### src/rtl/nec_ir_pkg.sv
`default_nettype none
// ============================================================================
// nec_ir_pkg : state encoding and NEC frame timing constants (in units)
// Rev 1.0
// ============================================================================
package nec_ir_pkg;

    typedef enum logic [2:0] {
        ST_IDLE       = 3'd0,
        ST_LEAD_MARK  = 3'd1,
        ST_LEAD_SPACE = 3'd2,
        ST_BIT_MARK   = 3'd3,
        ST_BIT_SPACE  = 3'd4,
        ST_STOP_MARK  = 3'd5,
        ST_GAP        = 3'd6
    } state_t;

    localparam int LEAD_MARK  = 16;
    localparam int LEAD_SPACE = 8;
    localparam int REP_SPACE  = 4;
    localparam int BIT_MARK   = 1;
    localparam int ZERO_SPACE = 1;
    localparam int ONE_SPACE  = 3;
    localparam int STOP       = 1;
    localparam int NBITS      = 32;

    function automatic logic is_mark(input state_t s);
        return (s == ST_LEAD_MARK) || (s == ST_BIT_MARK) || (s == ST_STOP_MARK);
    endfunction

endpackage
`default_nettype wire

### src/rtl/nec_ir_carrier.sv
`default_nettype none
// ============================================================================
// nec_ir_carrier : square-wave carrier, high first, phase restarts when en rises
// Rev 1.0
// ============================================================================
module nec_ir_carrier #(
    parameter int CARRIER_HALF = 658
) (
    input  logic clk,
    input  logic reset,
    input  logic en,
    output logic carrier
);

    localparam int c_HW = $clog2(CARRIER_HALF + 1);
    localparam logic [c_HW-1:0] c_HALF_LAST = c_HW'(CARRIER_HALF - 1);

    logic [c_HW-1:0] r_cnt;
    logic            r_phase;

    // Held at the start phase while disabled, so every enable begins high.
    always_ff @(posedge clk) begin
        if (reset || !en) begin
            r_cnt   <= '0;
            r_phase <= 1'b1;
        end else if (r_cnt == c_HALF_LAST) begin
            r_cnt   <= '0;
            r_phase <= ~r_phase;
        end else begin
            r_cnt   <= r_cnt + 1'b1;
        end
    end

    assign carrier = en & r_phase;

endmodule
`default_nettype wire

### src/rtl/nec_ir_tx.sv
`default_nettype none
// ============================================================================
// nec_ir_tx : NEC infrared frame transmitter (data and repeat frames)
// Rev 1.0
// ============================================================================
module nec_ir_tx
    import nec_ir_pkg::*;
#(
    parameter int UNIT_CYCLES  = 28125,
    parameter int CARRIER_HALF = 658,
    parameter int GAP_UNITS    = 16
) (
    input  logic       clk,
    input  logic       reset,
    input  logic       cmd_valid,
    output logic       cmd_ready,
    input  logic       cmd_repeat,
    input  logic [7:0] addr,
    input  logic [7:0] cmd,
    output logic       ir_out,
    output logic       ir_env,
    output logic       done
);

    localparam int c_MAX_UNITS = (GAP_UNITS > LEAD_MARK) ? GAP_UNITS : LEAD_MARK;
    localparam int c_CW        = $clog2(UNIT_CYCLES + 1);
    localparam int c_UW        = $clog2(c_MAX_UNITS + 1);
    localparam logic [c_CW-1:0] c_CYC_LAST = c_CW'(UNIT_CYCLES - 1);
    localparam logic [4:0]      c_BIT_LAST = 5'(NBITS - 1);

    state_t          r_state, w_next;
    logic [c_CW-1:0] r_cyc;
    logic [c_UW-1:0] r_units, w_dur;
    logic [4:0]      r_bit;
    logic [31:0]     r_data;
    logic            r_rep, r_ready;
    logic            w_accept, w_unit_end, w_state_end, w_env, w_carrier;

    assign w_accept    = cmd_valid & r_ready;
    assign w_unit_end  = (r_cyc == c_CYC_LAST);
    assign w_state_end = w_unit_end && (r_units == w_dur - 1'b1);

    always_comb begin
        w_dur = c_UW'(1);
        case (r_state)
            ST_LEAD_MARK:  w_dur = c_UW'(LEAD_MARK);
            ST_LEAD_SPACE: w_dur = r_rep ? c_UW'(REP_SPACE) : c_UW'(LEAD_SPACE);
            ST_BIT_MARK:   w_dur = c_UW'(BIT_MARK);
            ST_BIT_SPACE:  w_dur = r_data[0] ? c_UW'(ONE_SPACE) : c_UW'(ZERO_SPACE);
            ST_STOP_MARK:  w_dur = c_UW'(STOP);
            ST_GAP:        w_dur = c_UW'(GAP_UNITS);
            default:       w_dur = c_UW'(1);
        endcase
    end

    always_comb begin
        w_next = r_state;
        case (r_state)
            ST_IDLE:       if (w_accept)    w_next = ST_LEAD_MARK;
            ST_LEAD_MARK:  if (w_state_end) w_next = ST_LEAD_SPACE;
            ST_LEAD_SPACE: if (w_state_end) w_next = r_rep ? ST_STOP_MARK : ST_BIT_MARK;
            ST_BIT_MARK:   if (w_state_end) w_next = ST_BIT_SPACE;
            ST_BIT_SPACE:  if (w_state_end) w_next = (r_bit == c_BIT_LAST) ? ST_STOP_MARK
                                                                          : ST_BIT_MARK;
            ST_STOP_MARK:  if (w_state_end) w_next = ST_GAP;
            ST_GAP:        if (w_state_end) w_next = ST_IDLE;
            default:                        w_next = ST_IDLE;
        endcase
    end

    always_ff @(posedge clk) begin
        if (reset) begin
            r_state <= ST_IDLE;
            r_ready <= 1'b0;
            r_cyc   <= '0;
            r_units <= '0;
            r_bit   <= '0;
            r_data  <= '0;
            r_rep   <= 1'b0;
        end else begin
            r_state <= w_next;
            r_ready <= (w_next == ST_IDLE);
            if (r_state == ST_IDLE) begin
                r_cyc   <= '0;
                r_units <= '0;
                r_bit   <= '0;
                if (w_accept) begin
                    r_data <= {~cmd, cmd, ~addr, addr};
                    r_rep  <= cmd_repeat;
                end
            end else begin
                r_cyc <= w_unit_end ? '0 : r_cyc + 1'b1;
                if (w_state_end)
                    r_units <= '0;
                else if (w_unit_end)
                    r_units <= r_units + 1'b1;
                // Payload shifts out LSB first; bit index tracks the 32-bit boundary.
                if (r_state == ST_BIT_SPACE && w_state_end) begin
                    r_data <= r_data >> 1;
                    r_bit  <= (r_bit == c_BIT_LAST) ? '0 : r_bit + 1'b1;
                end
            end
        end
    end

    assign w_env = is_mark(r_state) & ~reset;

    nec_ir_carrier #(
        .CARRIER_HALF(CARRIER_HALF)
    ) u_carrier (
        .clk    (clk),
        .reset  (reset),
        .en     (w_env),
        .carrier(w_carrier)
    );

    assign ir_env    = w_env;
    assign ir_out    = w_env & w_carrier;
    assign done      = (r_state == ST_GAP) && w_state_end && !reset;
    assign cmd_ready = r_ready & ~reset;

endmodule
`default_nettype wire
### config.mk
export PLATFORM = sky130hd
export DESIGN_NAME = nec_ir_tx
export DESIGN_NICKNAME = d
export VERILOG_FILES = /design/src/rtl/nec_ir_pkg.sv /design/src/rtl/nec_ir_carrier.sv /design/src/rtl/nec_ir_tx.sv
export SDC_FILE = /design/constraint.sdc
export NUM_CORES = 1
export LEC_CHECK = 0
export CORE_MARGIN = 2
export CORE_UTILIZATION = 53
export DETAILED_ROUTE_END_ITERATION = 6
export HOLD_SLACK_MARGIN = 0.08
export PLACE_DENSITY = 0.76
export RECOVER_POWER = 100
export SYNTH_ARGS = -nofsm -noshare
export SYNTH_HDL_FRONTEND = slang
export SYNTH_SLANG_ARGS = --single-unit
### constraint.sdc
create_clock -name clk -period 3.08 [get_ports clk]
set_clock_uncertainty 0.2 [all_clocks]
set_input_delay 0.616 -clock clk [delete_from_list [all_inputs] [get_ports clk]]
set_output_delay 0.616 -clock clk [all_outputs]
set_load 0.02 [all_outputs]
======== Yosys cells after proc, flatten, opt, wreduce, memory -nomap -nowiden ========
Cells that the tools add are included.
storage, ports and cells
  input bits .............................. 20
  output and inout port bits .............. 4
  bits in registers ....................... 73
cells by class
  $add $sub $neg .......................... 5
  bitwise gates (word level) .............. 9
  reduce and logical (&&, ||, !) cells .... 19
  multiplexer cells ....................... 17
  equal/unequal tests ..................... 11
operators by type and width
  cell                   count
  $mux 32                3
  $mux 3                 9
  $pmux 3 s7             1
  $not 8->8              2
  $add 15x1->15 const B  1
  $eq 15x15->1 const B   1
  $pmux 5 s3             1
  $add 10x1->10 const B  1
  $add 5x1->5 const B    2
  $eq 10x10->1 const B   1
  $eq 3x3->1 const B     3
  $eq 3x2->1 const B     2
  $logic_not 3->1        2
  $reduce_or 2->1        3
  $reduce_or 3->1        2
  $and 1x1->1            5
  $eq 5x5->1             1
  $eq 5x5->1 const B     1
  $mux 5                 1
  $sub 5x1->5 const B    1
  $logic_and 1x1->1      4
  $mux 4                 1
  $reduce_and 2->1       2
  $eq 3x1->1 const B     1
  other kinds (6)        10

======== Longest topological paths before layout ========
  word-level depth ........................ 9
  gate-level depth with buffers ........... 12
  mapped depth without buffers ............ 9

======== Modules after synthesis ========
From an unflattened synthesis, not the netlist that was laid out.
unflattened totals
  cells, all modules ...................... 430
  area total of the unflattened synthesis .. 3627.2 µm²
modules (own cells, without submodules)
  module          cells each  sequential area each (µm²)  area each (µm²)  instances
  nec_ir_tx       374         1241.2                      3111.7           1
  nec_ir_carrier  56          220.2                       515.5            1

======== Worst setup path before layout ========
Ideal clock, no wire load.
  path type ............................... register to output
  start point ............................. reg r_state[2]
  end point ............................... out done
  arrival time ............................ 2.347 ns
  cell stages (with the launch flop) ...... 10
  path slack .............................. -0.083 ns
  required time ........................... 2.264 ns
  cell sequence ........................... dfxtp_1 clkbuf_1 nor3b_1 nand2_1 ha_1 xnor2_1 xnor2_1 nor3_1 o211ai_1 nor3_1
between the ends
  longest elaborated chain between the ends .. 8
  elaborated cells between the ends (all ways) .. 11
RTL lines
  element                                   line                               text
  start: declaration                        nec_ir_tx.sv:31                    state_t r_state, w_next;
  start signal: assignment                  nec_ir_tx.sv:81                    r_state <= w_next;
  $eq 3x1->1 or $eq 3x3->1 (tied branches)  nec_ir_tx.sv:45, nec_ir_tx.sv:119
  $reduce_or 2->1 (no source line)          -
  $pmux 5 s3                                nec_ir_tx.sv:45                    case (r_state)
  $sub 5x1->5                               nec_ir_tx.sv:41                    assign w_state_end = w_unit_end && (r_units == w_dur - 1'b1);
  $eq 5x5->1                                nec_ir_tx.sv:41
  $logic_and 1x1->1                         nec_ir_tx.sv:41
  $logic_and 1x1->1 (*) (2 in series)       nec_ir_tx.sv:119                   assign done = (r_state == ST_GAP) && w_state_end && !reset;
  end: declaration                          nec_ir_tx.sv:22                    output logic done
Mark *: on every way between the ends. The rest lies on a longest branch, timed or not.

======== Worst setup path in the final report ========
Same ends and word-level chain as after synthesis.

==> flow_summary.ini <==
[worst_hold_path]
hold_class = reg -> reg
min_to = r_data[13]
hold_depth = 2
hp-start = r_data[13]

[clocking]
insertion_delay_ns = 0.34
cts-htree-levels = 3
hold_buffers = 0
post_cts_buffers = 0
cts.sinks = 73
path_clk_slew_ns = 0.08
cts_tree = yes
cts_root_buf = clkbuf_8
cts_buffers = 9
cts_buffer_depth = 2

[floorplanning]
die_y_um = 85.4
io_pins = 24
start_util = 0.550
die_x_um = 85.4
num_rows = 29
core_area_sq_um = 6390
die_area_sq_um = 7290

[yosys]
ys_ff_latch = 73
yosysUniqueCellTypes = 48
async_reset_ff_frac = 0
synth_fp_nets = 437
seq_area_frac_synth = 0.416
synth_edf_count = 0
ys_top_cells_by_area = dfxtp_1, mux2i_1, nor2_1
synth_top_area_frac = 0.416
synthFlopType = dfxtp_1
yosysWarnings = 0
avgSynthCellArea_sq_um = 8.58
synth_top_area_cell = dfxtp_1
syn_area_sq_um = 3510
postSynthCellCount = 409

[timing]
finalSetupViolCount = 0
max_slew.worst_pin.slew_ns = 0.802
fin_crit_sh = 0.990
slew_headroom = 0.465
hold_viol_final = 0
rsz0062_at_grt = yes
fmax_mhz = 328
period_minus_slack_ns = 3.05
setup_tns_ns = 0
maxSlewViolCount = 0
layout_setup_ws_ns = 0.0321

[detailed_routing]
final_antenna_net_count = 0
wl_per_cell_um = 14.2
firstDrtPassIters = 4
wl_um = 7380
drt_iter0_drc = 177
drc = 0
via_per_inst = 5.88
num_vias = 3046

[finish]
design_area_sq_um = 4140
nets = 464
n_antenna_cell = 0
final_util = 0.648
area_growth_pct = 17.9
drive_above_1_share = 0.120
fill_cells = 553

[power_and_ir_drop]
p_per_area_nw_per_um2 = 486
irDropWorstVdd_mv = 0.381
fin_total_pwr_w = 0.00201
p_leak_nw = 1.51

[critical_path]
cp.arrival_ns = 2.23
r2r_end = r_bit[3]
crit_path_frequent_cell = nor3_2
max_stage_delay_ns = 0.38
r2r_cells = 10
worst_setup_path_start_kind = flop
cp_slowest_cell = dfxtp_1
endpoint_kind = primary output
rrSetupSlack_ns = 0.28
critPathKind = reg -> out
cp_cell_sequence = nor3b_2, nand2_1, ha_4, xnor2_2, xnor2_1, nor3_2, o211ai_1, nor3_2, buf_4
r2r-start = r_state[2]
cp_max_fo = 4
required_ns = 2.26

[global_routing]
grt_max_degree = 47
grt_pass1_wl_um = 12500
grt_pass1_vias = 2842
globalRouteOverflowTotal = 0
antenna_found_initial = 0
track_usage = 0.209

[placed_design]
portBuffers = 23
dpl_cell_area_sq_um = 3900
hpwl_um = 4760
place_ws_ns = -0.0661
place.gp.congestion = 0.892

[flow_run]
drv_cap = 0

[outcome]
status = finished clean
==> per-stage QoR <==
step / hold slack [ns] / cells
after floorplan: 0.236 / 409
after global placement: 0.245 / 502
after detailed placement: 0.257 / 502
after CTS: 0.266 / 518
after global routing: 0.288 / 518
final: 0.267 / 518
==> registers in the layout (all words and copies together), names as in the netlist <==
name / cells
r_bit: 5
r_cyc: 15
r_data: 32
r_ready: 1
r_rep: 1
r_state: 3
r_units: 5
u_carrier.r_cnt: 10
u_carrier.r_phase: 1
==> kinds of logic (layout without fill, tap and decap cells) <==
group / Yosys count / after routing / synth area share
flip-flops: 73 / 73 / 0.416
AO/OA/AOI/OAI: 75 / 75 / 0.146
multiplexers: 18 / 18 / 0.0517
adder cells (fa/ha/maj): 8 / 8 / 0.0285
buffers and inverters: 35 / 67 / 0.0414
AND/OR/NAND/NOR: 171 / 171 / 0.244
XOR/XNOR: 29 / 29 / 0.0724
==> worst max-delay path: cells and delay by family (launching register included) <==
kind	cells	cell delay (ns)
AOI/OAI and AO/OA	1	0.13
xor gates and xnor gates	2	0.29
DFF	1	0.38
buffers and inverters	1	0.16
adders and majority gates	1	0.19
and+or+nand+nor	4	0.74
==> synthesized netlist by cell type (2+ instances only) <==
master / number
and4bb_2: 2
buf_4: 2
nand3_1: 29
mux2i_1: 17
nand4_1: 7
clkbuf_1: 22
buf_2: 5
or2_2: 2
o221ai_1: 15
xnor2_1: 14
ha_1: 8
xor2_1: 15
nand3b_1: 4
o21ai_0: 6
nor3b_1: 3
inv_1: 6
a211oi_1: 16
dfxtp_1: 73
and3_1: 6
nor2_1: 42
nor3_1: 22
nand2_1: 39
a21oi_1: 28
nor2b_1: 2
==> worst max path at each step <==
stage | startpoint | endpoint | slack, ns | cells after the start
floorplan | r_state[2] | done | 0.08 | 9
global placement | r_state[0] | done | 0.03 | 9
detailed placement | r_state[0] | done | -0.07 | 9
CTS | r_state[2] | done | 0.03 | 9
global route | r_state[2] | done | -0.13 | 9
finish | r_state[2] | done | 0.03 | 9
==> where the power goes <==
group          internal (W)  switching, W  total (W)
Clock              0.000422      0.000363   0.000786
Combinational      0.000107      0.000118   0.000225
Sequential         0.000979     0.0000203   0.000999
==> per-layer routing <==
layer  routed length (um)  GRT usage  vias up
li1                     -          -     1515
met3                  405     0.0584        9
met4                   85     0.0649        0
met5                    0          0        -
met1                 3330      0.274     1446
met2                 3560      0.337       76
==> cells in the final DEF, fill, tap and decap left out, types with 3 or more instances in the layout <==
cell	instances
inv_1	6
buf_4	18
clkdlybuf4s50_1	21
nor2_1	42
nand3_1	29
nand3b_1	4
nor3_2	3
xor2_1	15
clkbuf_8	11
xnor2_1	13
ha_1	7
a21oi_1	28
nand2_1	38
nand4_1	7
a211oi_1	16
o21ai_0	6
and3_1	6
o221ai_1	15
mux2i_1	17
dfxtp_1	72
nor3_1	19
==> final cells by class <==
cell class	instances	area, sq um	share of cell area
Multi-Input combinational cell	301	1950	0.471
Sequential cell	73	1460	0.353
Timing Repair Buffer	45	395	0.0955
Clock buffer	11	151	0.0366
Tap cell	77	96.3	0.0233
Clock inverter	5	62.6	0.0151
Inverter	6	22.5	0.00544
==> what timing repair did <==
item,4_1_cts,5_1_grt
cloned,0,0
pin swaps,0,4
endpoints found under the hold margin,0,0
setup endpoints to repair,1,1
resized for setup,6,7
No activity file was read; power rests on OpenSTA's default activity.
==> RTL change: new RTL, same flow settings <==
Set the package constant `LEAD_MARK` to 32 (it was 16).
--- a/src/rtl/nec_ir_pkg.sv
+++ b/src/rtl/nec_ir_pkg.sv
@@ -15,7 +15,7 @@
         ST_GAP        = 3'd6
     } state_t;
 
-    localparam int LEAD_MARK  = 16;
+    localparam int LEAD_MARK  = 32;
     localparam int LEAD_SPACE = 8;
     localparam int REP_SPACE  = 4;
     localparam int BIT_MARK   = 1;
Function: no difference found for any inputs over 10 cycles, from zero or initial values and one cycle with reset high; that may be too few to reach the edited logic, so the function may still have changed.
==> RTL change against the original RTL <==
The run now ends with negative setup slack left. Final area rose by 14%. Total power fell by 0.55%. Sequential cell count rose by 1. Area after synthesis rose by 7.5%. Setup slack got worse by 180 ps. First-iteration DRC count rose by 30%. Wire length rose by 16%. Highest routed layer unchanged.
==> RTL change: results (changes against the original RTL) <==
status finished with violations; failing checks negative setup slack; GP Congestion 0.877 (-1.6%); Crit-path slowest cell or4_4; register area share after synthesis 39.3% (-2.4 points); hpwl dp 5.28 mm (+11%); Hold Slack 263 ps (-4.37 ps); # clk buffers 13 (+2); Hold Startpoint r_data[23]; Syn Area/Cell 9.07 µm² (+5.7%); Logic inverters 7 (+1); clk tree area frac 4.55% (-0.62 points); CP arrival 2410 ps (+180 ps); Distinct cells, synth 44 (-8.3%); Worst Hold Path EP r_data[23]; DR WL/cell 14.7 µm (+3.0%); pin count of the biggest net entering global routing 71 (+51%); first-pass GRT wire length 14.3 mm (+14%); Placed Cells 548 (+9.2%); top cells by count, synth dfxtp_1, nor2_1, nand2_1; Starting DRT DRC Count 230 (+30%); Non-clk bufs 85 (+89%); P_leak 1.76 nW (+16%); number of clock sinks 74 (+1.4%); number of global-route vias before repair 3116 (+9.6%); Filler Cell Count 530 (-4.2%); Reg-to-Reg Start r_cyc[1]; slew of the pin with the lowest slew margin 806 ps (+3.82 ps); fin worst setup slack -149 ps (-181 ps); initial antenna violation count 0 (unchanged); multi-input gate share of total cell area 46.3% (-0.73 points); post-synthesis net count 443 (+1.4%); TritonRoute pass-1 iters 5 (+1); non-clk buf share 14.6% (+5.1 points); Reg2Reg Setup Slack -40 ps (-320 ps); Seq area share 31.4% (-3.9 points); Via density 5.64 (-4.0%); layout cell share with drive strength beyond 1 24.4% (+12 points); pre-CTS setup slack -284 ps (-218 ps); worst reg2reg path depth 21 (+11); Critical Path Max Stage Delay 520 ps (+140 ps); total track usage 23.3% (+2.3 points); Critical path origin r_cyc[0]; Final setup viols 2 (+2); Multi-Input Combinational 305 (+1.3%); DP Area 4310 µm² (+10%); FP Rows 30 (+3.4%); Post-Route Setup TNS -193 ps (-193 ps); Final #Nets 509 (+9.7%); crit path max fanout 3 (-1); worst vdd ir 0.000266 V (-30%); total number of vias 3291 (+8.0%)
==> RTL change: cell types whose count changed after synthesis, moves of 5 or more <==
cell,delta
a211oi_1,-12
a21boi_0,+15
a21oi_1,-21
mux2i_1,-11
nand3_1,-18
nand4b_1,+31
nor3_1,-17
o21ai_0,+20
o221ai_1,-15
o31ai_2,+28
xnor2_1,-5
==> RTL change: kinds of logic after synthesis <==
logic type               count (synthesis)  synth area share (%)
AO/OA/AOI/OAI                           90                  19.7
adder cells (fa/ha/maj)                  7                  2.32
AND/OR/NAND/NOR                        176                  26.6
buffers and inverters                   37                  4.51
XOR/XNOR                                26                  6.03
multiplexers                             6                  1.59
flip-flops                              74                  39.3
==> RTL change: repair_timing <==
item                                    CTS  global route
hold buffers                              0             0
gates resized for setup                  15             9
setup buffers                            17             3
endpoints found under the setup margin    2            21
pin swaps                                 4             5
==> RTL change: per-layer routing <==
| metal | global-route usage [%] | wire length, µm |
|---|---|---|
| met1 | 28.2 | 3720 |
| met2 | 40.5 | 4350 |
| met3 | 4.29 | 246 |
| met4 | 9.78 | 229 |
| met5 | 0 | 0 |
==> RTL change: stage by stage <==
| stage | power, mW | utilization (%) |
|---|---|---|
| final | 2.00 | 69.2 |
| after CTS | 2.01 | 68.5 |
| after floorplan | 1.16 | - |
| after global placement | 1.22 | 63.1 |
| after global routing | 2.08 | 69.2 |
| after detailed placement | 1.22 | 63.1 |
==> RTL change: worst max-delay path: cells and delay by family (launching register included) <==
family | cells | cell delay [ps]
and+or+nand+nor | 4 | 970
buffers and inverters | 3 | 440
adders and majority gates | 1 | 140
AOI/OAI and AO/OA | 1 | 210
DFF | 1 | 330
==> RTL change: report_power, final <==
part,internal [mW],switching [mW]
Combinational,0.0921,0.118
Sequential,0.983,0.0138
Clock,0.442,0.350
Total,1.52,0.482
